===== config.mk =====
export PLATFORM = sky130hd
export DESIGN_NAME = id_ex_stage
export DESIGN_NICKNAME = d
export VERILOG_FILES = /design/src/rtl/wisc_pkg.sv /design/src/rtl/src_bypass.sv /design/src/rtl/id_ex_stage.sv
export SDC_FILE = /design/constraint.sdc
export NUM_CORES = 1
export LEC_CHECK = 0
export BUFFER_PORTS_ARGS = -buffer_cell sky130_fd_sc_hd__buf_2
export CAP_MARGIN = 20
export CORE_MARGIN = 3
export CORE_UTILIZATION = 32
export CTS_BUF_LIST = sky130_fd_sc_hd__clkbuf_4
export DETAILED_ROUTE_END_ITERATION = 7
export HOLD_SLACK_MARGIN = 0.03
export PLACE_DENSITY = 0.64
export SLEW_MARGIN = 20
export SYNTH_ARGS = -nofsm -noshare
export SYNTH_HDL_FRONTEND = slang
export SYNTH_HIERARCHICAL = 1
export SYNTH_SLANG_ARGS = --single-unit

===== constraint.sdc =====
create_clock -name clk -period 4.3 [get_ports clk]
set_clock_uncertainty 0.05 [all_clocks]
set_input_delay 0.215 -clock clk [delete_from_list [all_inputs] [get_ports clk]]
set_output_delay 0.215 -clock clk [all_outputs]
set_load 0.01 [all_outputs]

===== src/rtl/wisc_pkg.sv =====
// wisc_pkg: shared ISA opcodes, ID/EX stage state encoding and pipeline register layout
package wisc_pkg;
  localparam logic [3:0] OP_ADD    = 4'h0;
  localparam logic [3:0] OP_SUB    = 4'h1;
  localparam logic [3:0] OP_XOR    = 4'h2;
  localparam logic [3:0] OP_RED    = 4'h3;
  localparam logic [3:0] OP_SLL    = 4'h4;
  localparam logic [3:0] OP_SRA    = 4'h5;
  localparam logic [3:0] OP_ROR    = 4'h6;
  localparam logic [3:0] OP_PADDSB = 4'h7;
  localparam logic [3:0] OP_LW     = 4'h8;
  localparam logic [3:0] OP_SW     = 4'h9;
  localparam logic [3:0] OP_LLB    = 4'hA;
  localparam logic [3:0] OP_LHB    = 4'hB;
  localparam logic [3:0] OP_B      = 4'hC;
  localparam logic [3:0] OP_BR     = 4'hD;
  localparam logic [3:0] OP_PCS    = 4'hE;
  localparam logic [3:0] OP_HLT    = 4'hF;
  localparam logic [3:0] REG_ZERO  = 4'h0;
  typedef enum logic [1:0] {ST_RUN = 2'd0, ST_BUBBLE = 2'd1, ST_HALTED = 2'd2} state_t;
  typedef struct packed {
    logic        valid;
    logic [3:0]  opcode;
    logic [15:0] a;
    logic [15:0] b;
    logic [15:0] imm;
    logic [3:0]  rd;
    logic        write;
    logic        mem_read;
    logic        mem_write;
    logic        halt;
    logic [15:0] pc;
  } ex_t;
  function automatic logic writes_rd(input logic [3:0] op);
    return !op[3] || op == OP_LW || op == OP_LLB || op == OP_LHB || op == OP_PCS;
  endfunction
endpackage


===== src/rtl/src_bypass.sv =====
// src_bypass: register-file read patch with writeback bypass; index 0 always reads zero
module src_bypass
  import wisc_pkg::*;
(
  input  logic [3:0]  idx,
  input  logic [15:0] rf_data,
  input  logic        wb_write,
  input  logic [3:0]  wb_reg,
  input  logic [15:0] wb_data,
  output logic [15:0] data
);
  assign data = idx == REG_ZERO ? 16'h0000 : (wb_write && wb_reg == idx) ? wb_data : rf_data;
endmodule


===== src/rtl/id_ex_stage.sv =====
// id_ex_stage: decode, operand read with wb bypass, load-use bubble and ID/EX register
module id_ex_stage
  import wisc_pkg::*;
(
  input  logic        clk,
  input  logic        rst,
  input  logic        id_valid,
  input  logic [15:0] id_instr,
  input  logic [15:0] id_pc,
  output logic [3:0]  SrcReg1,
  output logic [3:0]  SrcReg2,
  input  logic [15:0] SrcData1,
  input  logic [15:0] SrcData2,
  input  logic        wb_write,
  input  logic [3:0]  wb_reg,
  input  logic [15:0] wb_data,
  input  logic        flush,
  input  logic        ex_stall,
  output logic        id_stall,
  output logic        ex_valid,
  output logic [3:0]  ex_opcode,
  output logic [15:0] ex_a,
  output logic [15:0] ex_b,
  output logic [15:0] ex_imm,
  output logic [3:0]  ex_rd,
  output logic        ex_write,
  output logic        ex_mem_read,
  output logic        ex_mem_write,
  output logic        ex_halt,
  output logic [15:0] ex_pc
);
  logic [3:0] op, rd, rs, rt;
  logic [15:0] op_a, op_b;
  logic use1, use2, hz, halted;
  state_t state, state_n;
  ex_t ex, ex_n, cap, bub;
  assign op = id_instr[15:12];
  assign rd = id_instr[11:8];
  assign rs = id_instr[7:4];
  assign rt = id_instr[3:0];
  assign SrcReg1 = (op == OP_LLB || op == OP_LHB) ? rd : rs;
  assign SrcReg2 = op == OP_SW ? rd : rt;
  src_bypass u_byp1 (.idx(SrcReg1), .rf_data(SrcData1), .wb_write(wb_write), .wb_reg(wb_reg), .wb_data(wb_data), .data(op_a));
  src_bypass u_byp2 (.idx(SrcReg2), .rf_data(SrcData2), .wb_write(wb_write), .wb_reg(wb_reg), .wb_data(wb_data), .data(op_b));
  // Only the source fields an opcode actually reads can create a load-use hazard
  assign use1 = !op[3] || op == OP_LW || op == OP_SW || op == OP_LLB || op == OP_LHB || op == OP_BR;
  assign use2 = !op[3] || op == OP_SW;
  assign halted = state == ST_HALTED;
  assign hz = rst && !halted && id_valid && ex.valid && ex.mem_read && ex.rd != REG_ZERO &&
              ((use1 && ex.rd == SrcReg1) || (use2 && ex.rd == SrcReg2));
  assign id_stall = ex_stall || (hz && !flush) || (rst && halted);
  always_comb begin
    cap = '0;
    cap.valid = id_valid;
    cap.opcode = op;
    cap.a = op_a;
    cap.b = op_b;
    cap.imm = {8'h00, id_instr[7:0]};
    cap.rd = rd;
    cap.write = id_valid && writes_rd(op) && rd != REG_ZERO;
    cap.mem_read = id_valid && op == OP_LW;
    cap.mem_write = id_valid && op == OP_SW;
    cap.halt = id_valid && op == OP_HLT;
    cap.pc = id_pc;
    bub = ex;
    bub.valid = 1'b0;
    bub.write = 1'b0;
    bub.mem_read = 1'b0;
    bub.mem_write = 1'b0;
    bub.halt = 1'b0;
    ex_n = (flush || (!ex_stall && (hz || halted))) ? bub : ex_stall ? ex : cap;
    // HALTED is left only through reset
    state_n = flush ? (halted ? ST_HALTED : ST_RUN) :
              ex_stall ? state :
              hz ? ST_BUBBLE :
              halted ? ST_HALTED :
              cap.halt ? ST_HALTED : ST_RUN;
  end
  always_ff @(posedge clk) begin
    if (!rst) begin
      ex <= '0;
      state <= ST_RUN;
    end else begin
      ex <= ex_n;
      state <= state_n;
    end
  end
  assign ex_valid = ex.valid;
  assign ex_opcode = ex.opcode;
  assign ex_a = ex.a;
  assign ex_b = ex.b;
  assign ex_imm = ex.imm;
  assign ex_rd = ex.rd;
  assign ex_write = ex.write;
  assign ex_mem_read = ex.mem_read;
  assign ex_mem_write = ex.mem_write;
  assign ex_halt = ex.halt;
  assign ex_pc = ex.pc;
endmodule

Yosys cells after proc, flatten, opt, wreduce, memory -nomap -nowiden. Index checks and enable logic that the tools add are counted.

Bits in latches: 0. Flip-flop bits (word level): 71. Bits of input ports: 90. Logic and storage cells: 83. ROM bits: 0. Output and inout bits: 86. Memory bits (writable): 0. Memories: 0.

$mul: 0. Equality and inequality tests: 13. Bitwise logic cells: 3. Div/mod/pow operators: 0. Add/sub/neg operators: 0. Reduce and logical (&&, ||, !) cells: 43. Mux-type cells: 12. Shift-type cells: 0. Magnitude comparators: 0.

Operators by type and width (count): two-way mux 16 bit (4); == test 4 bit, second input constant (7); logical AND 1 bit (18); == test 4 bit (4); logical OR 1 bit (15); two-way mux 2 bit (6); logical NOT 4 bit (2); two-way mux 4 bit (2); nonzero test 4 bit (2); logical NOT 1 bit (4); NOT 1 bit (3); == test 2 bit, second input constant (1); != test 2 bit, second input constant (1); AND reduction 2 bit (1); OR reduction 2 bit (1).

Depth between registers and ports, before layout. Gate-level depths: netlist (run 1).

Depth after elaboration: 14. Gate-level depth with buffers: 12. Depth with buffers taken out: 9.

Cells and area by module. The synthesis (run 1) kept the hierarchy.

Modules (own cells, without submodules): id_ex_stage (area an instance 3422.0 um2, instances 1, sequential area each 1421.4 um2, cells an instance 387); src_bypass (area an instance 402.9 um2, instances 2, sequential area each 0.0 um2, cells an instance 64).

Least setup slack after synthesis (run 1). Ideal clock, no wire load.

Kind: input port to flip-flop. From: input id_instr[15]. To: register ex (netlist bit ex_a[0]). Setup time: 72 ps. Stages: 10. Buffers on the path: 4. Required time: 4178 ps. Path slack: 1861 ps. Arrival time: 2318 ps. Cell sequence: buf_2 > and4bb_1 > buf_6 > mux2_4 > or2_0 > a32oi_2 > nor4b_4 > buf_12 > buf_12 > mux2i_1.

Elaborated cells between the ends (all ways): 31. Those cells by class: eq/ne (8); mux (4); bitwise (1); reduce/logical (18).

RTL lines: from (decl) (RTL line id_ex_stage.sv:8) `input logic [15:0] id_instr,`; == test 4 bit (RTL line id_ex_stage.sv:42) `assign SrcReg2 = op == OP_SW ? rd : rt;`; two-way mux 4 bit (RTL line id_ex_stage.sv:42); net SrcReg2[1] (RTL line id_ex_stage.sv:11) `output logic [3:0] SrcReg2,`; == test 4 bit (RTL line id_ex_stage.sv:50) `((use1 && ex.rd == SrcReg1) || (use2 && ex.rd == SrcReg2));`; logical AND 1 bit (RTL line id_ex_stage.sv:50); logical OR 1 bit (RTL line id_ex_stage.sv:50); logical AND 1 bit (RTL line id_ex_stage.sv:49) `assign hz = rst && !halted && id_valid && ex.valid && ex.mem_read && ex.rd != REG_ZERO &&`; logical OR 1 bit (RTL line id_ex_stage.sv:71) `ex_n = (flush || (!ex_stall && (hz || halted))) ? bub : ex_stall ? ex : cap;`; logical AND 1 bit (RTL line id_ex_stage.sv:71); logical OR 1 bit (RTL line id_ex_stage.sv:71); NOT 1 bit (no line); AND reduction 2 bit (no line); to (signal assigned) (RTL line id_ex_stage.sv:84) `ex <= ex_n;`; to (decl) (RTL line id_ex_stage.sv:36) `ex_t ex, ex_n, cap, bub;`.

The timed path passes the listed nets, and every way through them passes these cells. A chain may end at the register's enable or synchronous reset.

==> metrics.txt, run 1 <==
Netlist cell types 49; Crit path largest cell delay just under 1000 ps; Power Total 1.46 mW; antenna violations before repair 1; GPL Wtd Cong between 0.8 and 0.9; WHS Path Cells 5; top_reg_cell synth dfxtp_1; RSZ-0062 raised after global routing no; Clk Tree Root Cell clkbuf_4; fin nets 807; vias in the first global route 4061; setup violators final 0; worst skew pair latency between 400 and 500 ps; clk slew on worst S/H paths approximately 140 ps; worst r2r src ex_rd[3]; crit start category input pin; Mapped Area approximately 0.0042 mm2; async set-reset flop share out of synthesis 0%; crit path cell chain dlygate4sd3_1 -> buf_2 -> and4bb_1 -> mux2_2 -> or4_1 -> nand2_1 -> mux2i_1 -> dlygate4sd3_1 -> nand2_1 -> mux2i_1; Buffers & Inverters on Critical Path 3; CP required ~4600 ps; critical path capture point type flip-flop; IO buf count 167; R2R Path End ex_pc[1]; number of buffers created by CTS 9; post-layout minimum cycle time 3620 ps; postcts setup bufs 0; HP Start SrcData2[14]; Placed Instance Area between 0.004 and 0.005 mm2; Sink Count a little over 70; CTS tree yes; WL final 13600 um; Hold EP ex_b[14]; Leak about 2.7 nW; grt total ovfl 0; Critical-path top delay cell or4_1; Slew Limit Fails 0; final instance area about 0.0057 mm2; global-route wire length before repair 20900 um; r2r setup slk ~1600 ps; Final HPWL DP about 9200 um; CTS H-tree lvls 3; clk buf depth 2; row cnt 41; max_cap viols 0; vias per inst 4.70; Arr. time, crit path 3910 ps; layout cells sized above 1 27.1%; synthesized area per cell 8.21 um2; pwr/cell area 257 mW/mm2; GRT Overall Usage 18.3%; CP delay by family, top simple AND/OR/NAND/NOR gates; largest net degree at the start of global routing slightly above 90; Yosys reg bits 71; PostCTS Resize Cnt 0; remaining antenna violation count after routing 0; synth warn 6; fmax 0.276 GHz; die area roughly 0.015 mm2; post-synthesis cell count 515; post-placement cell count slightly above 800; status finished clean; CP Class input pin to flip-flop; number of synthesized flops with an enable pin 0; Final Cycle Share 84.2%; worst min path class input pin to flip-flop; Area Overhead vs Synth 34.3%; chip width around 120 um; peak supply drop 0.000144 V; worst setup margin between 600 and 700 ps; post-synthesis sequential area ratio 33.6%; final core utilization between 40% and 50%; Hold Fails Final Rpt 0; via count 4209; tightest hold margin between 70 and 80 ps; core area between 0.01 and 0.015 mm2; CTS Hold Bufs 58; initial core utilization 33.1%; FF-to-FF path depth 7; Layout Cells excl Fill 895; number of DRC markers in iteration 0 251; WL per Instance 15.2 um; Initial DRT Pass Iterations 5; dpl ws 1320 ps; worst slew pin tran 1060 ps; I/O pins 176; DRC 0; Slew headroom 29.1%; CP Max Fanout 32; setup TNS 0 ps; Die Y 121 um
registers in the layout, summed over array words and instances, names as in the netlist, 2 cells and up:
name / flops
ex_a: 16
ex_b: 16
ex_opcode: 4
state: 2
ex_imm: 8
ex_rd: 4
ex_pc: 16
worst reg2reg max path, stage by stage (launching register included):
cell	delay [ps]
dfxtp_1	520
xor2_1	230
nor3_1	70
a211o_1	350
a32oi_2	350
nor4b_4	320
buf_12	370
mux2i_1	390
layout by cell type (no fill, tap or decap), types with 5 or more instances in the layout:
cell           synthesis  layout
nor2b_1                6       6
clkbuf_4               0       9
nand2b_1               6       6
dfxtp_1               71      71
mux2i_1               96      96
nand2_1              207     207
inv_1                 13      13
a21oi_1                6       6
nor2_1                 7       7
xor2_1                 5       5
dlygate4sd3_1          0      58
conb_1                 1       8
buf_2                  7     166
synthesized netlist by cell type, types with 3 or more instances:
cell type	number	area share, %
inv_1	13	1.2
clkbuf_1	18	1.6
a21oi_1	6	0.71
xor2_1	5	1.0
buf_6	3	0.80
nor4_1	4	0.59
mux2i_1	96	23
buf_4	8	1.4
dfxtp_1	71	34
o2111ai_1	4	0.83
buf_12	9	4.3
buf_2	7	0.83
nand2b_1	6	0.89
nor2b_1	6	0.89
nor2_1	7	0.62
o21ai_0	3	0.36
nand2_1	207	18
layout make-up:
type | instances | area [um2]
diodes | 1 | 2.50
clock buffers | 9 | 67.6
clock inverters | 7 | 47.5
fillers | 1263 | 7100
inverters | 13 | 48.8
multi-input cells | 393 | 2410
flip-flops and latches | 71 | 1420
well taps | 172 | 215
repair buffers | 229 | 1460
kinds of logic after synthesis:
logic type,count (synthesis),share of synthesized area (%)
flops,71,33.6
mux,100,24.0
simple gates,249,25.4
other cells,1,0.0887
xor+xnor,6,1.24
compound gates,29,5.42
fa+ha+maj,1,0.237
buf+inv,58,10.1
layer usage:
layer,share of wire (%),global-route usage [%],up-vias
met4,2.3,7.93,0
met5,0,0,-
li1,-,-,2105
met1,44,22.4,1898
met2,44,29.4,187
met3,9.3,6.06,19
how the worst max path moves through the flow:
stage                       startpoint  endpoint  slack, ps  cells past startpoint
final                     id_instr[14]   ex_b[7]        680                     10
after global routing      id_instr[14]   ex_b[7]        540                     10
after CTS                 id_instr[14]  ex_b[13]        810                     10
after detailed placement  id_instr[14]   ex_b[4]       1320                      8
after global placement    id_instr[14]   ex_b[4]       1360                      8
after floorplan           id_instr[15]   ex_a[0]       1860                     10
report_power, final:
group	total [mW]	switching [mW]	internal [mW]
Sequential	0.711	0.0205	0.691
Combinational	0.359	0.190	0.169
Clock	0.391	0.273	0.118
Note: power is estimated with default switching activity, not from simulation.
==> inputs of run 2 (changes only) <==
==> constraint.sdc (replaced) <==
create_clock -name clk -period 3.4 [get_ports clk]
set_clock_uncertainty 0.05 [all_clocks]
set_input_delay 0.17 -clock clk [delete_from_list [all_inputs] [get_ports clk]]
set_output_delay 0.17 -clock clk [all_outputs]
set_load 0.01 [all_outputs]
==> metrics.txt, run 2 (synthesis results as in run 1) <==
fmax 0.312 GHz; CTS H-tree lvls 3 (unchanged); postcts setup bufs 0 (unchanged); Slew headroom 44.0% (+15 points); die area 0.0146 mm2 (unchanged); RSZ-0062 raised after global routing no; clk slew on worst S/H paths 140 ps (about the same); grt total ovfl 0 (unchanged); Initial DRT Pass Iterations 4 (-1); global-route wire length before repair 20600 um (-1.4%); fill cell count 1272 (+0.71%); worst slew pin tran 840 ps (-223 ps); IO buf count 167 (unchanged); GRT Overall Usage 17.8% (-0.54 points); Area Overhead vs Synth 34.6%; WHS Path Cells 5 (unchanged); remaining antenna violation count after routing 0 (unchanged); Final Cycle Share 94.3%; Final HPWL DP 9230 um (+0.56%); r2r setup slk 780 ps (-810 ps); crit start category input pin; DRC 0 (unchanged); row cnt 41 (unchanged); clk buf depth 2 (unchanged); worst skew pair latency 420 ps (-30 ps); fin nets 809 (+0.25%); post-placement cell count 825 (+0.61%); WL per Instance 14.8 um (-2.6%); Die Y 121 um (unchanged); Clk Tree Root Cell clkbuf_4; critical path capture point type flip-flop; Hold EP ex_b[1]; initial core utilization 33.1% (unchanged); Arr. time, crit path 3520 ps (-390 ps); vias per inst 4.60 (-2.2%); HP Start SrcData2[1]; number of buffers created by CTS 9 (unchanged); worst r2r src ex_rd[0]; I/O pins 176 (unchanged); via count 4127 (-1.9%); CP required 3710 ps (-880 ps); setup TNS 0 ps (unchanged); antenna violations before repair 1 (unchanged); commonest non-fill, non-tap cell in the layout nand2_1; Leak 2.74 nW (+0.33%); peak supply drop 0.000183 V (+27%); layout cells sized above 1 28.0% (+0.89 points); chip width 121 um (unchanged); most frequent cells in the layout nand2_1 (207), buf_2 (166), mux2i_1 (96), dfxtp_1 (71), dlygate4sd3_1 (55); Sink Count 71 (unchanged); tightest hold margin 70.9 ps (-7.42 ps); FF-to-FF path depth 7 (unchanged); Hold Fails Final Rpt 0 (unchanged); post-layout minimum cycle time 3200 ps; R2R Path End ex_pc[13]; number of DRC markers in iteration 0 272 (+8.4%); core area 0.0128 mm2 (unchanged); status finished clean; Layout Cells excl Fill 897 (+0.22%); vias in the first global route 3984 (-1.9%); Slew Limit Fails 0 (unchanged); GPL Wtd Cong 0.822 (+1.7%); worst min path class input pin to flip-flop; CP Max Fanout 16 (-50%); pwr/cell area 322 mW/mm2 (+25%); CTS tree yes; CP Class input pin to flip-flop; WL final 13300 um (-2.4%); largest net degree at the start of global routing 86 (-6.5%); setup violators final 0 (unchanged); max_cap viols 0 (unchanged)
## run 2: changes by cell type in the layout (fill, tap and decap cells not counted)
cell / delta
buf_4: +5
dlygate4sd3_1: -3
o21ai_0: -2
o21ai_2: +1
o21ai_1: +1
and4bb_1: -1
and4bb_2: +1
## run 2: worst max path at each step
stage	startpoint	to	slack, ps	cells past startpoint
detailed placement	id_instr[14]	ex_pc[13]	540	8
floorplan	id_instr[15]	ex_a[0]	1010	10
global route	id_instr[13]	ex_b[7]	20	12
CTS	id_instr[14]	ex_a[15]	40	12
global placement	id_instr[14]	ex_a[1]	590	10
finish	id_instr[14]	ex_b[7]	200	12
## run 2: metrics by stage
stage	power (mW)	area (um2)	utilization, %	setup WS, ps
floorplan	1.18	4250	-	1010
global placement	1.32	5020	39.3	595
detailed placement	1.32	5020	39.3	545
CTS	1.86	5680	44.5	43.4
global route	1.95	5690	44.5	16.2
finish	1.83	5690	44.5	195
## run 2: layout make-up
cell class | instances | area (um2) | area share, %
diodes | 1 | 2.50 | 0.0440
clock buffers | 9 | 67.6 | 1.19
clock inverters | 7 | 47.5 | 0.836
inverters | 13 | 48.8 | 0.858
multi-input cells | 393 | 2420 | 42.5
flip-flops and latches | 71 | 1420 | 25.0
well taps | 172 | 215 | 3.78
repair buffers | 231 | 1470 | 25.8
## run 2: what timing repair did
action	in CTS	in global routing
endpoints found under the hold margin	51	0
endpoints found under the setup margin	0	4
resized for setup	0	4
hold buffers	55	0
## run 2: critical path: stages
cell and delay [ps]:
dlygate4sd3_1 530, buf_2 160, and4bb_2 450, mux2_4 350
or2b_1 160, o2111ai_1 160, nor3b_4 210, buf_4 320
mux2i_1 250, dlygate4sd3_1 570, nand2_1 50, mux2i_1 140
## run 2: routing by layer
| layer | global-route usage, % | up-vias | wire (um) |
|---|---|---|---|
| met5 | 0 | - | 0 |
| met2 | 29.3 | 150 | 6040 |
| met4 | 4.25 | 0 | 142 |
| li1 | - | 2102 | - |
| met3 | 4.66 | 11 | 1070 |
| met1 | 23.3 | 1864 | 6060 |
## run 2: report_power, final
| part | internal (mW) | switching (mW) | total, mW |
|---|---|---|---|
| Clock | 0.150 | 0.327 | 0.478 |
| Combinational | 0.215 | 0.240 | 0.455 |
| Sequential | 0.874 | 0.0256 | 0.899 |
